--- src/rtl/instruction_fetch_unit.sv ---
// instruction_fetch_unit
//   Initiator side of the instruction-memory read interface. Owns the PC,
//   drives a registered word address into a combinational instruction
//   memory, and buffers up to two fetched words toward decode over a
//   valid/ready handshake. Halts on an all-ones opcode and accepts
//   branch/jump redirects from execute in any state.
//
// Ports:
//   clk, rst_n          clock, asynchronous active-low reset
//   imem_addr   [31:0]  registered byte address to instruction memory
//   imem_instr  [31:0]  instruction word returned for imem_addr (same cycle)
//   redirect_valid      PC change request (sampled on rising clk)
//   redirect_pc [31:0]  redirect target; bits [1:0] ignored
//   out_valid           head of queue holds an instruction
//   out_ready           decode accepts the head this cycle
//   out_instr   [31:0]  head instruction word
//   out_pc      [31:0]  address the head was fetched from
//   out_opcode  [5:0]   out_instr[31:26]
//   out_funcode [5:0]   out_instr[5:0]
//   halted              fetch stopped on a halt word and queue drained
module instruction_fetch_unit #(
    parameter logic [31:0] RESET_PC  = 32'h0000_0000,
    parameter logic [31:0] INIT_ADDR = 32'hFFFF_FFFC,
    parameter logic [31:0] HALT_WORD = 32'hFC00_0000
) (
    input  logic        clk,
    input  logic        rst_n,
    output logic [31:0] imem_addr,
    input  logic [31:0] imem_instr,
    input  logic        redirect_valid,
    input  logic [31:0] redirect_pc,
    output logic        out_valid,
    input  logic        out_ready,
    output logic [31:0] out_instr,
    output logic [31:0] out_pc,
    output logic [5:0]  out_opcode,
    output logic [5:0]  out_funcode,
    output logic        halted
);

    typedef enum logic [1:0] {S_INIT, S_FETCH, S_HALT} state_t;

    state_t      state, state_nxt;
    logic [31:0] addr_nxt;
    logic [1:0]  count, count_nxt;
    // Two-entry FIFO kept as a shift pair: head is always slot 0.
    logic [31:0] head_pc, head_instr, tail_pc, tail_instr;
    logic [31:0] head_pc_nxt, head_instr_nxt, tail_pc_nxt, tail_instr_nxt;
    logic        pop, push, space, is_halt;
    logic        unused_ok;

    assign unused_ok = ^redirect_pc[1:0];

    assign is_halt = (imem_instr[31:26] == 6'b111111);
    assign pop     = (count != 2'd0) && out_ready;
    assign space   = (count < 2'd2) || pop;
    assign push    = (state == S_FETCH) && space && !redirect_valid;

    always_comb begin
        state_nxt      = state;
        addr_nxt       = imem_addr;
        count_nxt      = count;
        head_pc_nxt    = head_pc;
        head_instr_nxt = head_instr;
        tail_pc_nxt    = tail_pc;
        tail_instr_nxt = tail_instr;

        if (redirect_valid) begin
            state_nxt = S_FETCH;
            addr_nxt  = {redirect_pc[31:2], 2'b00};
            count_nxt = 2'd0;
        end else begin
            unique case (state)
                S_INIT: begin
                    state_nxt = S_FETCH;
                    addr_nxt  = RESET_PC;
                end
                S_FETCH: begin
                    if (push) begin
                        if (is_halt) state_nxt = S_HALT;
                        else         addr_nxt  = imem_addr + 32'd4;
                    end
                end
                default: ;
            endcase

            if (pop && push) begin
                if (count == 2'd2) begin
                    head_pc_nxt    = tail_pc;
                    head_instr_nxt = tail_instr;
                    tail_pc_nxt    = imem_addr;
                    tail_instr_nxt = imem_instr;
                end else begin
                    head_pc_nxt    = imem_addr;
                    head_instr_nxt = imem_instr;
                end
            end else if (pop) begin
                head_pc_nxt    = tail_pc;
                head_instr_nxt = tail_instr;
                count_nxt      = count - 2'd1;
            end else if (push) begin
                if (count == 2'd0) begin
                    head_pc_nxt    = imem_addr;
                    head_instr_nxt = imem_instr;
                end else begin
                    tail_pc_nxt    = imem_addr;
                    tail_instr_nxt = imem_instr;
                end
                count_nxt = count + 2'd1;
            end
        end
    end

    always_ff @(posedge clk or negedge rst_n) begin
        if (!rst_n) begin
            state      <= S_INIT;
            imem_addr  <= INIT_ADDR;
            count      <= 2'd0;
            head_pc    <= INIT_ADDR;
            head_instr <= HALT_WORD;
            tail_pc    <= INIT_ADDR;
            tail_instr <= HALT_WORD;
        end else begin
            state      <= state_nxt;
            imem_addr  <= addr_nxt;
            count      <= count_nxt;
            head_pc    <= head_pc_nxt;
            head_instr <= head_instr_nxt;
            tail_pc    <= tail_pc_nxt;
            tail_instr <= tail_instr_nxt;
        end
    end

    assign out_valid   = (count != 2'd0);
    assign out_instr   = head_instr;
    assign out_pc      = head_pc;
    assign out_opcode  = head_instr[31:26];
    assign out_funcode = head_instr[5:0];
    assign halted      = (state == S_HALT) && (count == 2'd0);

endmodule

--- config.mk ---
export PLATFORM = sky130hd
export DESIGN_NAME = instruction_fetch_unit
export DESIGN_NICKNAME = d
export VERILOG_FILES = /design/src/rtl/instruction_fetch_unit.sv
export SDC_FILE = /design/constraint.sdc
export NUM_CORES = 1
export LEC_CHECK = 0
export CAP_MARGIN = 20
export CORE_ASPECT_RATIO = 1.4
export CORE_MARGIN = 2
export CORE_UTILIZATION = 60
export CTS_BUF_LIST = sky130_fd_sc_hd__clkbuf_16
export CTS_CLUSTER_DIAMETER = 150
export DETAILED_ROUTE_END_ITERATION = 10
export DONT_BUFFER_PORTS = 1
export GPL_ROUTABILITY_DRIVEN = 0
export PLACE_DENSITY = 0.76
export SLEW_MARGIN = 20
export SYNTH_ARGS = -nofsm -noshare
export SYNTH_HDL_FRONTEND = slang
export SYNTH_SLANG_ARGS = --single-unit
--- constraint.sdc ---
create_clock -name clk -period 3 [get_ports clk]
set_input_delay 0.15 -clock clk [delete_from_list [all_inputs] [get_ports clk]]
set_output_delay 0.15 -clock clk [all_outputs]
set_load 0.01 [all_outputs]
==> metrics.yaml <==
outcome: "complete, but fails checks"
violations: "negative hold slack"
crit_arrival_ns: 3.10
maxCapViolCount: 0
coreArea_sq_um: 12370
vias: 5372
numCtsBuffers: 17
clockBufferDepth: 2
final_nets: 786
layout-drive-gt1-share: 0.2949
clk_pin_slew_ns: 0.07
start_util: 0.6180
die_height_um: 137.6
clkPwrFrac: 0.239
cp.required_ns: 3.34
crit_path_start_kind: "flip-flop"
cts_setup_buffers: 0
regArea_sq_um: 4081
p_leak_nw: 3.548
viasPerCell: 6.111
skew_ns: 0.01064
grt.total_usage: 0.2545
cts_tree: "done"
antenna_found_initial: 0
htreeDepth: 4
grt_pass1_wl_um: 27480
cts.sinks: 158
hold_slack_ns: -0.5650
yosys.area_share.simple: 0.1167
fillers: 867
drc: 0
hold_viol: 158
dieArea_sq_um: 13680
hp-class: "input port to asynchronous set/reset pin"
num_antenna_cells: 0
synth.avg_cell_area_sq_um: 11.24
ios: 178
netlist_area_sq_um: 7646
antenna_left: 0
rsz0062_at_grt: "false"
setup_viol: 0
worst_pin_slew_ns: 0.9394
pwr-share-comb: 0.273
grt-ovfl-total: 0
synthAdderAreaFrac: 0.003273
slew_viol_final: 0
drt_first_pass_iters: 5
dp_cells: 785
cp_max_fo: 17
final.setup.tns_ns: 0
drt-wirelength-per-cell_um: 19.64
final_cell_area_sq_um: 8909
stdcell_count: 879
area_delta_synth_final_pct: 16.51
p_int_mw: 6.017
rows: 48
dr.first_iter.drc_count: 365
peakVddDrop_v: 0.0006789
yosys_warnings: 0
slew_headroom: 0.3680
placed_cell_area_sq_um: 7669
switching_power_mw: 3.071
finalPower_mw: 9.088
synth-xor-area-share: 0.003436
p_seq_frac: 0.487
clk_latency_ns: 0.41
period_needed_ns: 2.764
endpoint_kind: "flip-flop"
fmax_mhz: 361.7
die_x_um: 99.41
hpwl_um: 10990
post-route-period-util: 0.9215
synthMuxAreaShare: 0.1710
netSwitchingFraction: 0.3379
synth_top_family_by_area: "multiplexers"
pwr_density_cell_nw_per_um2: 1020
ctsHoldBuffers: 62
drt-total-wl_um: 17270
grt_pass1_vias: 5592
ys_types: 57
multiInputGateArea_sq_um: 3239
path_class: "flip-flop to flip-flop"
synth-compound-area-share: 0.1239
netlist_instances: 680
cts_resized: 0
ys_seq_area_frac: 0.5338
port-buffer-count: 0
grt_start_max_net_pins: 159
synth_seq_cells: 158
cts_root_buffer: "clkbuf_16"
## metrics by stage
stage / setup slack (ns) / utilization
floorplan: 0.6313 / -
global placement: 0.3639 / 0.6198
detailed placement: 0.2659 / 0.6198
CTS: 0.2440 / 0.7201
global route: 0.06235 / 0.7201
finish: 0.2356 / 0.7201
## layer usage
metal	GRT usage	share of wire
met2	0.4358	0.52
met3	0.07204	0.065
met1	0.2989	0.39
met4	0.1111	0.030
met5	0	0
## area by class of cell
cell class                      count  share of cell area
Timing Repair Buffer               73             0.08708
Inverter                            4            0.001685
Multi-Input combinational cell    462              0.3636
Clock inverter                     13             0.01503
Clock buffer                       19             0.05337
Sequential cell                   158              0.4581
Tap cell                          150             0.02107
## power by group through the flow
| stage | Clock (mW) | Sequential, mW | Combinational, mW |
|---|---|---|---|
| 3_5_place_dp | 0 | 4.45 | 2.40 |
| 3_3_place_gp | 0 | 4.39 | 2.27 |
| 2_1_floorplan | 0 | 4.15 | 2.15 |
| 4_1_cts | 2.23 | 4.42 | 2.50 |
| 6_report | 2.17 | 4.43 | 2.48 |
| 5_1_grt | 2.30 | 4.55 | 2.76 |
## sequential cells by signal, indices dropped and copies added, names as in the netlist
register / count
tail_instr: 32
imem_addr: 30
tail_pc: 30
out_pc: 30
count: 2
out_instr: 32
state: 2
## cells in the mapped netlist, drive strengths merged
cell type / count / area [sq um]
and2: 7 / 46.30
a32o: 2 / 20.02
o311ai: 7 / 61.31
and3: 4 / 25.02
a211oi: 1 / 20.02
a221oi: 1 / 8.760
or2: 2 / 12.51
and3b: 1 / 8.760
a211o: 2 / 17.52
a21o: 4 / 30.03
o31a: 1 / 8.760
o41a: 1 / 11.26
xor2: 1 / 8.760
nor4b: 1 / 8.760
nor3: 3 / 15.01
mux2i: 62 / 620.6
and4: 6 / 52.55
buf: 44 / 291.5
a22oi: 1 / 7.510
o211ai: 8 / 60.06
dfstp: 102 / 2680
nand2: 102 / 382.9
nand3: 16 / 107.6
nor2: 13 / 51.30
a21oi: 9 / 45.04
o21ai: 95 / 475.5
ha: 2 / 25.02
and4b: 1 / 10.01
nor3b: 2 / 20.02
o2bb2ai: 1 / 8.760
a41oi: 4 / 35.03
a32oi: 2 / 17.52
inv: 4 / 15.01
dfrtp: 56 / 1401
nand4: 5 / 46.29
xnor2: 2 / 17.52
a31oi: 11 / 68.82
conb: 1 / 3.750
nand2b: 1 / 6.260
nor2b: 6 / 37.54
mux2: 61 / 686.9
clkbuf: 15 / 56.30
nor4: 5 / 61.31
a221o: 5 / 51.30
## cells in the final DEF (no fill, tap or decap), drive strengths merged, types with 12 or more instances in the layout
cell type | netlist | final
nand2 | 102 | 102
dfstp | 102 | 102
o21ai | 95 | 95
mux2i | 62 | 62
dlygate4sd3 | 0 | 61
mux2 | 61 | 61
dfrtp | 56 | 56
clkbuf | 15 | 19
nand3 | 16 | 16
nor2 | 13 | 13
buf | 44 | 12
## worst paths after layout
path / cells past startpoint / end / start / slack [ns]
setup / recovery: 8 / tail_pc[9] / count[0] / 0.24
hold / removal: 0 / out_instr[16] / rst_n / -0.57
setup reg to reg: 8 / tail_pc[9] / count[0] / 0.24
hold reg to reg: 2 / out_pc[24] / out_pc[24] / 0.49
max in group asynchronous: 0 / imem_addr[22] / rst_n / 3.28
min in group clk: 3 / imem_addr[17] / redirect_valid / 0.02
## kinds of logic after synthesis
family / count (synthesis)
adder cells (fa/ha/maj): 2
other: 1
XOR/XNOR: 3
multiplexers: 123
AO/OA/AOI/OAI: 155
flip-flops: 158
buffers and inverters: 63
AND/OR/NAND/NOR: 175
## critical path, cell delays in order, from the launching register on
cell and delay (ns):
dfrtp_1 0.49, or2_2 0.29, nand2_1 0.19, ha_1 0.29
nor3b_2 0.21, and2_1 0.27, nand3_4 0.28, buf_4 0.32
mux2_1 0.34
Power figures use the tool's default switching activity.
